**src/rtl/booth_r4_control.sv**
```systemverilog
// booth_r4_control: sequencer for a Booth radix-4 multiplier.
// It issues the c0..c6 datapath strobes, steps through N/2 add/shift iterations and then unloads the product.
module booth_r4_control #(
  parameter int N  = 8,
  parameter int CW = 3
) (
  input  logic          clk,
  input  logic          reset,
  input  logic          start,
  input  logic [2:0]    q_bits,
  output logic          c0,
  output logic          c1,
  output logic          c2,
  output logic          c3,
  output logic          c4,
  output logic          c5,
  output logic          c6,
  output logic          busy,
  output logic          done,
  output logic [CW-1:0] iter
);
  typedef enum logic [2:0] {IDLE, INIT, ADD, SHIFT, OUT_A, OUT_Q, DONE} state_t;
  localparam logic [CW-1:0] LAST = CW'(N / 2);
  state_t        state_q, state_d;
  logic [CW-1:0] iter_q, iter_d;
  logic          add;
  always_ff @(posedge clk) begin
    state_q <= reset ? IDLE : state_d;
    iter_q  <= reset ? '0 : iter_d;
  end
  always_comb begin
    state_d = state_q;
    iter_d  = iter_q;
    case (state_q)
      IDLE:  state_d = start ? INIT : IDLE;
      INIT: begin
        state_d = ADD;
        iter_d  = '0;
      end
      ADD:   state_d = SHIFT;
      SHIFT: begin
        iter_d  = iter_q + CW'(1);
        state_d = (iter_d == LAST) ? OUT_A : ADD;
      end
      OUT_A: state_d = OUT_Q;
      OUT_Q: state_d = DONE;
      default: state_d = IDLE;
    endcase
  end
  // Only the adder strobes look at the recoding bits, and only during ADD.
  always_comb begin
    add  = state_q == ADD;
    c0   = state_q == INIT;
    c1   = add && q_bits[2] && !(&q_bits[1:0]);
    c2   = add && (q_bits != 3'b000) && (q_bits != 3'b111);
    c3   = add && ((q_bits == 3'b011) || (q_bits == 3'b100));
    c4   = state_q == SHIFT;
    c5   = state_q == OUT_A;
    c6   = state_q == OUT_Q;
    busy = state_q != IDLE;
    done = state_q == DONE;
  end
  assign iter = iter_q;
endmodule

```
**config.mk**
```make
export PLATFORM = sky130hd
export DESIGN_NAME = booth_r4_control
export DESIGN_NICKNAME = d
export VERILOG_FILES = /design/src/rtl/booth_r4_control.sv
export SDC_FILE = /design/constraint.sdc
export NUM_CORES = 1
export LEC_CHECK = 0
export ABC_AREA = 0
export CAP_MARGIN = 20
export CORE_AREA = 2 2 39 41
export DETAILED_ROUTE_END_ITERATION = 8
export DIE_AREA = 0 0 41 43
export MAX_ROUTING_LAYER = met4
export RECOVER_POWER = 50
export SYNTH_ARGS = -nofsm -noshare
export SYNTH_HDL_FRONTEND = slang
export SYNTH_SLANG_ARGS = --single-unit
export TNS_END_PERCENT = 50
```
**constraint.sdc**
```tcl
create_clock -name clk -period 1.6 [get_ports clk]
set_clock_uncertainty 0.2 [all_clocks]
set_input_delay 0.32 -clock clk [delete_from_list [all_inputs] [get_ports clk]]
set_output_delay 0.32 -clock clk [all_outputs]
set_load 0.03 [all_outputs]
```
Word level (Yosys, flattened, before mapping)
Index checks and enable logic that the tools add are counted.

Multiplexer cells: 4. Equality and inequality tests: 10. $add $sub $neg: 1. Reduce and logical (&&, ||, !) cells: 12.

Operators by type and width (count): $pmux 3 s6 (1); $eq 3x3->1 const B (5); $eq 3x2->1 const B (3); $pmux 3 s2 (1); $reduce_bool 3->1 (2); $logic_and 1x1->1 (5); $add 3x1->3 const B (1); $eq 3x1->1 const B (1); $logic_not 3->1 (1); $mux 3 (1); $ne 3x3->1 const B (1); $reduce_and 2->1 (1); $reduce_bool 2->1 (1); $logic_not 1->1 (1); $logic_or 1x1->1 (1); $mux 1 (1).

Bits of input ports: 6. Flip-flop bits (word level): 6.

Depth between registers and ports, before layout
Gate-level depths: netlist of run 1.

Depth in word-level cells: 4. Gate-level depth with buffers: 4. Mapped depth without buffers: 4.

Least setup slack after synthesis of run 1
No wires, ideal clock.

Kind: input port to output port. Start point: in q_bits[0]. End point: out c1. Buffers on the path: 0. Data required time: 1080 ps. Stages: 2. Data arrival time: 1582 ps. Setup slack: -502 ps. Cell sequence: and2_2 nor4b_1.

Cells in the longest elaborated chain, start to end: 3.

Ends and longest elaborated chain: start: declaration (RTL line 10) `input logic [2:0] q_bits,`; $reduce_and 2->1 (RTL line 54) `c1 = add && q_bits[2] && !(&q_bits[1:0]);`; $logic_not 1->1 (RTL line 54); $logic_and 1x1->1 (RTL line 54); end: declaration (RTL line 12) `output logic c1,`.

No other way between the ends.

Worst setup path in the final report of run 1
Start point: reg state_q[0]. End point: out c2.

Cells in the longest elaborated chain, start to end: 3.

Ends and longest elaborated chain: start: declaration (RTL line 24) `state_t state_q, state_d;`; start signal: assignment (RTL line 28) `state_q <= reset ? IDLE : state_d;`; $eq 3x2->1 (RTL line 52) `add = state_q == ADD;`; $logic_and 1x1->1 (2 in a row) (RTL line 55) `c2 = add && (q_bits != 3'b000) && (q_bits != 3'b111);`; end: declaration (RTL line 13) `output logic c2,`.

No other way between the ends.

==> impl_results.md, run 1 <==
- Port bufs: 17
- Vias in the first global route: 394
- #FFs+latches synth: 6
- Setup CP Type: reg -> out
- TritonCTS clock tree: built
- CP arrival: 1.18 ns
- Placer Congestion: 0.719
- Starting Density: 29.0%
- Worst-margin pin slew: 0.359 ns
- Area Growth Syn to Fin: 80.7%
- Reg-to-Reg Start: iter[1]$_SDFFE_PP0P_
- Pin count of the biggest net entering global routing: 8
- Clock slew at reported path FFs: 0.04 ns
- Worst hold path endpoint: iter[0]$_SDFFE_PP0P_
- I/O pin count: 18
- Fin. Hold Viols: 0
- Via count: 447
- Final Instance Area: 726 um^2
- Fill count: 142
- Die area: 0.00176 mm^2
- Grt ovf: 0
- CP endpoint kind: primary output
- Initial drt markers: 6
- Register Area: 126 um^2
- Hold path depth: 2
- Total CTS buffers: 3
- Post-route antenna net violation count: 0
- Root buf cell: clkbuf_4
- RSZ-0062 raised after global routing: true
- Clock Sinks: 6
- Violated checks: setup timing
- Drt first pass iters: 4
- Htree depth: 1
- Slew margin rel.: 75.5%
- PD cells: 611 mW/mm^2
- Chip height: 43 um
- Final Slew Violations: 0
- Worst-Skew Late Latency: 0.24 ns
- Tmin final: 1.70 ns
- Critical-path maximum fanout: 7
- LEAKAGE: 0.323 nW
- Peak supply drop: 0.354 mV
- Power Total: 0.000444 W
- Mapped Cells: 46
- Placement Cell Area: 656 um^2
- Reg2reg end: state_q[2]$_SDFF_PP0_
- Layout cell share with drive strength beyond 1: 52.6%
- # setup viols final: 4
- Max Clk Rate: 0.589 GHz
- Max cap viols: 0
- First-pass GRT wire length: 1510 um
- FF-to-FF path depth: 5
- Mapped Area: 402 um^2
- Ant diodes: 0
- Status: complete, but fails checks
- Final WL: 1020 um
- Clock buffer depth: 2
- Core Region: 0.00138 mm^2
- WL per Instance: 11.1 um
- CP required: 1.08 ns
- DIE WIDTH: 41 um
- Worst hold margin: 0.297 ns
- Final Cycle Share: 106%
- Distinct cells, synth: 26
- Syn nets: 54
- DR DRC count: 0
- Min-Delay Startpoint: iter[0]$_SDFFE_PP0P_
- Synth Warn #: 0
- Fin nets: 86
- Post-synthesis sequential area ratio: 29.9%
- DR vias/cell: 4.86
- Startpoint Class: flip-flop
- HPWL Detailed: 790 um
- Launch point of the worst path: state_q[0]$_SDFF_PP0_
- Final Worst Setup Slack: -0.0979 ns
- Multi-input gate area: 305 um^2
- Synth Area per Inst: 8.73 um^2
- Hold buffer count at cts: 0
- R2R Setup Slk: 0.15 ns
- GRT Util Overall: 12.9%
- Hold WC Path Type: reg -> reg
- Site Rows: 14
- Initial antenna violation count: 0
==> repair_timing <==
item	in CTS	in global routing
resized for setup	28	2
gates cloned	0	0
endpoints found under the setup margin	10	9
pin swaps	4	2
setup buffers	2	0
==> synth_stat cells <==
cell type | n | share of area (%)
nor3b_1 | 1 | 1.9
dfxtp_1 | 6 | 30
or3_1 | 1 | 1.6
mux2i_1 | 1 | 2.5
o21ai_1 | 1 | 1.2
nor2_1 | 3 | 2.8
nor2b_1 | 2 | 3.1
a2111oi_2 | 2 | 7.5
nor4b_1 | 1 | 2.2
a221oi_2 | 1 | 3.7
nand4_1 | 2 | 3.1
ha_1 | 2 | 6.2
nor3_1 | 4 | 5.0
inv_2 | 1 | 0.93
a21oi_1 | 4 | 5.0
nand3b_1 | 1 | 1.9
nand2_2 | 1 | 1.6
or2b_1 | 1 | 1.9
buf_4 | 2 | 3.7
nand4b_1 | 1 | 2.2
and2_1 | 1 | 1.6
xor2_1 | 1 | 2.2
and2_2 | 1 | 1.9
nand2_1 | 2 | 1.9
nand2b_1 | 2 | 3.1
and3_1 | 1 | 1.6
==> how the worst max path moves through the flow <==
stage | slack (ns) | to | cells after the start
floorplan | -0.18 | c3 | 3
global placement | -0.39 | c2 | 4
detailed placement | -0.42 | c2 | 4
CTS | -0.13 | c2 | 4
global route | -0.16 | c2 | 3
finish | -0.1 | c2 | 3
==> metrics by stage <==
| step | setup slack (ns) | instances | TNS (ns) | util (%) |
|---|---|---|---|---|
| floorplan | -0.177 | 46 | -0.576 | - |
| global placement | -0.392 | 87 | -1.06 | 47.4 |
| detailed placement | -0.420 | 87 | -1.12 | 47.4 |
| CTS | -0.135 | 92 | -0.368 | 52.6 |
| global route | -0.157 | 92 | -0.584 | 52.4 |
| finish | -0.0979 | 92 | -0.230 | 52.4 |
==> worst max-delay path, stage by stage, from the launching register on <==
cell	delay, ns
dfxtp_2	0.33
buf_12	0.14
a2111oi_4	0.26
buf_4	0.21
==> cell usage in the layout, fill, tap and decap left out, drive strengths merged, types with 2 or more instances in the layout <==
master          n
nor2b           2
nand2b          2
a21oi           4
clkdlybuf4s50   2
a2111oi         2
dfxtp           6
nor2            3
and2            2
clkbuf          4
nand4           2
buf            25
nor3            4
ha              2
nand2           3
==> final cells by class <==
class | count | share of cell area (%)
multi-input cells | 37 | 42.1
repair buffers | 29 | 34.1
flip-flops and latches | 6 | 17.4
clock buffers | 3 | 3.10
well taps | 16 | 2.76
inverters | 1 | 0.517
==> report_power, final <==
group	leakage [nW]	switching, W	internal [W]	total [W]
clock	0.0138	0.0000486	0.0000845	0.000133
combinational	0.259	0.0000706	0.0000752	0.000146
sequential	0.0503	0.00000855	0.000156	0.000165
==> registers in the layout, indices dropped and copies added (netlist names) <==
register and flops:
iter 3, state_q 3
==> cells by family (layout without fill, tap and decap cells) <==
kind of cell	count (synthesis)	in the layout	synth area share, %
simple gates	25	25	37.1
compound gates	8	8	17.4
flops	6	6	29.9
buf+inv	3	33	4.67
fa+ha+maj	2	2	6.23
xor+xnor	1	1	2.18
mux	1	1	2.49
==> per-layer routing <==
metal  global-route usage [%]  vias up  routed length (um)
li1                         -      232                   -
met4                     4.00        0                   8
met3                     4.71        2                  47
met2                     22.5       11                 543
met5                        -        -                   0
met1                     12.3      202                 416
No activity file was read; power rests on OpenSTA's default activity.
==> run 2, diff against run 1 <==
--- a/config.mk
+++ b/config.mk
@@ -7,11 +7,9 @@
 export LEC_CHECK = 0
 export ABC_AREA = 0
 export CAP_MARGIN = 20
-export CORE_AREA = 2 2 39 41
+export CORE_UTILIZATION = 30
 export DETAILED_ROUTE_END_ITERATION = 8
-export DIE_AREA = 0 0 41 43
 export MAX_ROUTING_LAYER = met4
-export RECOVER_POWER = 50
 export SYNTH_ARGS = -nofsm -noshare
 export SYNTH_HDL_FRONTEND = slang
 export SYNTH_SLANG_ARGS = --single-unit
==> impl_results.md, run 2 (synthesized netlist as in run 1, its figures left out) <==
- Final Cycle Share: 104% (-1.8 points)
- Site Rows: 12 (-2)
- Chip height: 38.6 um (-10%)
- Drt first pass iters: 2 (-2)
- Reg2reg end: state_q[2]$_SDFF_PP0_
- FF-to-FF path depth: 5 (unchanged)
- Grt ovf: 0 (unchanged)
- Status: complete, but fails checks
- Initial drt markers: 1 (-5)
- Post-route antenna net violation count: 0 (unchanged)
- Most common cell after layout, fill and taps aside: buf_4
- Int Pwr: 0.000319 W (+1.1%)
- WL per Instance: 11.4 um (+3.1%)
- TritonCTS clock tree: built
- # setup viols final: 5 (+1)
- Fin nets: 87 (+1.2%)
- Fin. Hold Viols: 0 (unchanged)
- Vias in the first global route: 411 (+4.3%)
- Pin count of the biggest net entering global routing: 10 (+2)
- Psw: 0.000139 W (+8.9%)
- CP endpoint kind: primary output
- Final Slew Violations: 0 (unchanged)
- I/O pin count: 18 (unchanged)
- Via count: 450 (+0.67%)
- Crit path capture: busy
- Layout cell share with drive strength beyond 1: 61.0% (+8.4 points)
- Startpoint Class: flip-flop
- Tmin final: 1.67 ns (-0.0290 ns)
- Dpl cells: 85 (-2.3%)
- Peak supply drop: 0.407 mV (+15%)
- CP required: 1.08 ns (about the same)
- Critical-path cell list: buf_6 > or3_4 > buf_6
- Most frequent cells in the layout: 16 x buf_4, 9 x buf_6, 4 x a21oi_1
- Root buf cell: clkbuf_4
- Final Worst Setup Slack: -0.0690 ns (+0.0290 ns)
- Fin cells: 91 (-1.1%)
- DR DRC count: 0 (unchanged)
- Hold path depth: 2 (unchanged)
- Starting Density: 34.3% (+5.3 points)
- GRT Util Overall: 16.7% (+3.8 points)
- PD cells: 593 mW/mm^2 (-3.0%)
- CP delay by family, top: flip-flops
- Hold WC Path Type: reg -> reg
- LEAKAGE: 0.345 nW (+6.6%)
- Clock slew at reported path FFs: 0.05 ns (about the same)
- Launch point of the worst path: state_q[2]$_SDFF_PP0_
- Core Region: 0.00117 mm^2 (-15%)
- DR vias/cell: 4.95 (+1.8%)
- Die area: 0.00149 mm^2 (-16%)
- Critical-path maximum fanout: 6 (-1)
- DIE WIDTH: 38.6 um (-5.9%)
- Slowest-stage cell, CP: dfxtp_2
- Clock power frac: 30.4% (+0.4 points)
- Cell depth of the worst setup path: 3 (unchanged)
- Violated checks: setup timing
- Slew margin rel.: 78.2% (+2.7 points)
- First-pass GRT wire length: 1590 um (+5.0%)
- Ant diodes: 0 (unchanged)
- Worst-Skew Late Latency: 0.25 ns (about the same)
- RSZ-0062 raised after global routing: true
- Final Instance Area: 773 um^2 (+6.6%)
- Max Clk Rate: 0.599 GHz (+1.7%)
- Buf+Inv Stages, Crit Path: 2 (unchanged)
- Worst-margin pin slew: 0.325 ns (-0.0342 ns)
- Switch share: 30.4% (+1.5 points)
- Max cap viols: 0 (unchanged)
- Final WL: 1040 um (+2.0%)
- HPWL Detailed: 795 um (+0.58%)
- Power Total: 0.000458 W (+3.3%)
- Clock buffer depth: 2 (unchanged)
- Sequential share of power: 36.6% (-0.5 points)
- Port bufs: 17 (unchanged)
- Initial antenna violation count: 0 (unchanged)
- Clock Sinks: 6 (unchanged)
- Total CTS buffers: 3 (unchanged)
- Htree depth: 1 (unchanged)
- CP arrival: 1.15 ns (-0.03 ns)
- Comb power frac: 33.0% (about the same)
- Placer Congestion: 0.705 (-1.9%)
- Placement Cell Area: 643 um^2 (-1.9%)
- Fill count: 98 (-31%)
- Most used cell, CP: buf_6
- Setup CP Type: reg -> out
- R2R Setup Slk: 0.20 ns (+0.05 ns)
- Slowest stage delay, CP: 0.32 ns (about the same)
- Area Growth Syn to Fin: 92.5%
- Reg-to-Reg Start: iter[1]$_SDFFE_PP0P_
[run 2: changes by cell type in the layout (fill, tap and decap cells not counted), moves of 2 or more]
cell    delta
nor3_1     -2
nor3_2     +2
buf_2      -2
buf_6      +3
[run 2: per-layer routing]
layer	GRT usage (%)	routed length [um]	up-vias
li1	-	-	233
met1	14.9	409	204
met2	31.3	588	13
met3	3.47	40	0
met4	10.3	0	0
met5	-	0	-
[run 2: metrics by stage]
step                      utilization, %  hold slack (ns)  setup TNS (ns)  worst slack [ns]
after floorplan                        -            0.186          -0.576            -0.177
after CTS                           60.9            0.309          -0.352            -0.119
after global placement              54.9            0.296           -1.11            -0.396
final                               66.0            0.302          -0.181           -0.0690
after detailed placement            54.9            0.302           -1.15            -0.416
after global routing                66.0            0.325          -0.587            -0.111
[run 2: worst min-delay path by stage]
stage / slack (ns) / from / end
floorplan: 0.19 / reset / state_q[1]$_SDFF_PP0_
global placement: 0.30 / iter[0]$_SDFFE_PP0P_ / iter[0]$_SDFFE_PP0P_
detailed placement: 0.30 / iter[0]$_SDFFE_PP0P_ / iter[0]$_SDFFE_PP0P_
CTS: 0.31 / iter[0]$_SDFFE_PP0P_ / iter[0]$_SDFFE_PP0P_
global route: 0.32 / iter[0]$_SDFFE_PP0P_ / iter[0]$_SDFFE_PP0P_
finish: 0.30 / iter[0]$_SDFFE_PP0P_ / iter[0]$_SDFFE_PP0P_
[run 2: power groups by stage]
stage                     Combinational [W]  Sequential [W]  Clock, W
after floorplan                   0.0000733        0.000164         0
after global placement             0.000122        0.000169         0
after detailed placement           0.000122        0.000170         0
after CTS                          0.000136        0.000170  0.000148
after global routing               0.000161        0.000169  0.000157
final                              0.000151        0.000168  0.000139
[run 2: final cells by class]
type / count / area, um^2 / area share, %
Multi-Input combinational cell: 37 / 337 / 43.5
Timing Repair Buffer: 30 / 264 / 34.1
Sequential cell: 6 / 129 / 16.7
Clock buffer: 3 / 22.5 / 2.91
Tap cell: 14 / 17.5 / 2.27
Inverter: 1 / 3.75 / 0.485
[run 2: repair_timing]
item / 4_1_cts / 5_1_grt
pin swaps: 5 / 3
endpoints found under the setup margin: 11 / 8
buffers inserted: 1 / 2
hold buffers: 0 / 0
gates resized for setup: 30 / 12
[run 2: worst min-delay path, stage by stage (launching register included)]
cell and delay, ns:
dfxtp_1 0.34, nand2_1 0.07, a21oi_1 0.05
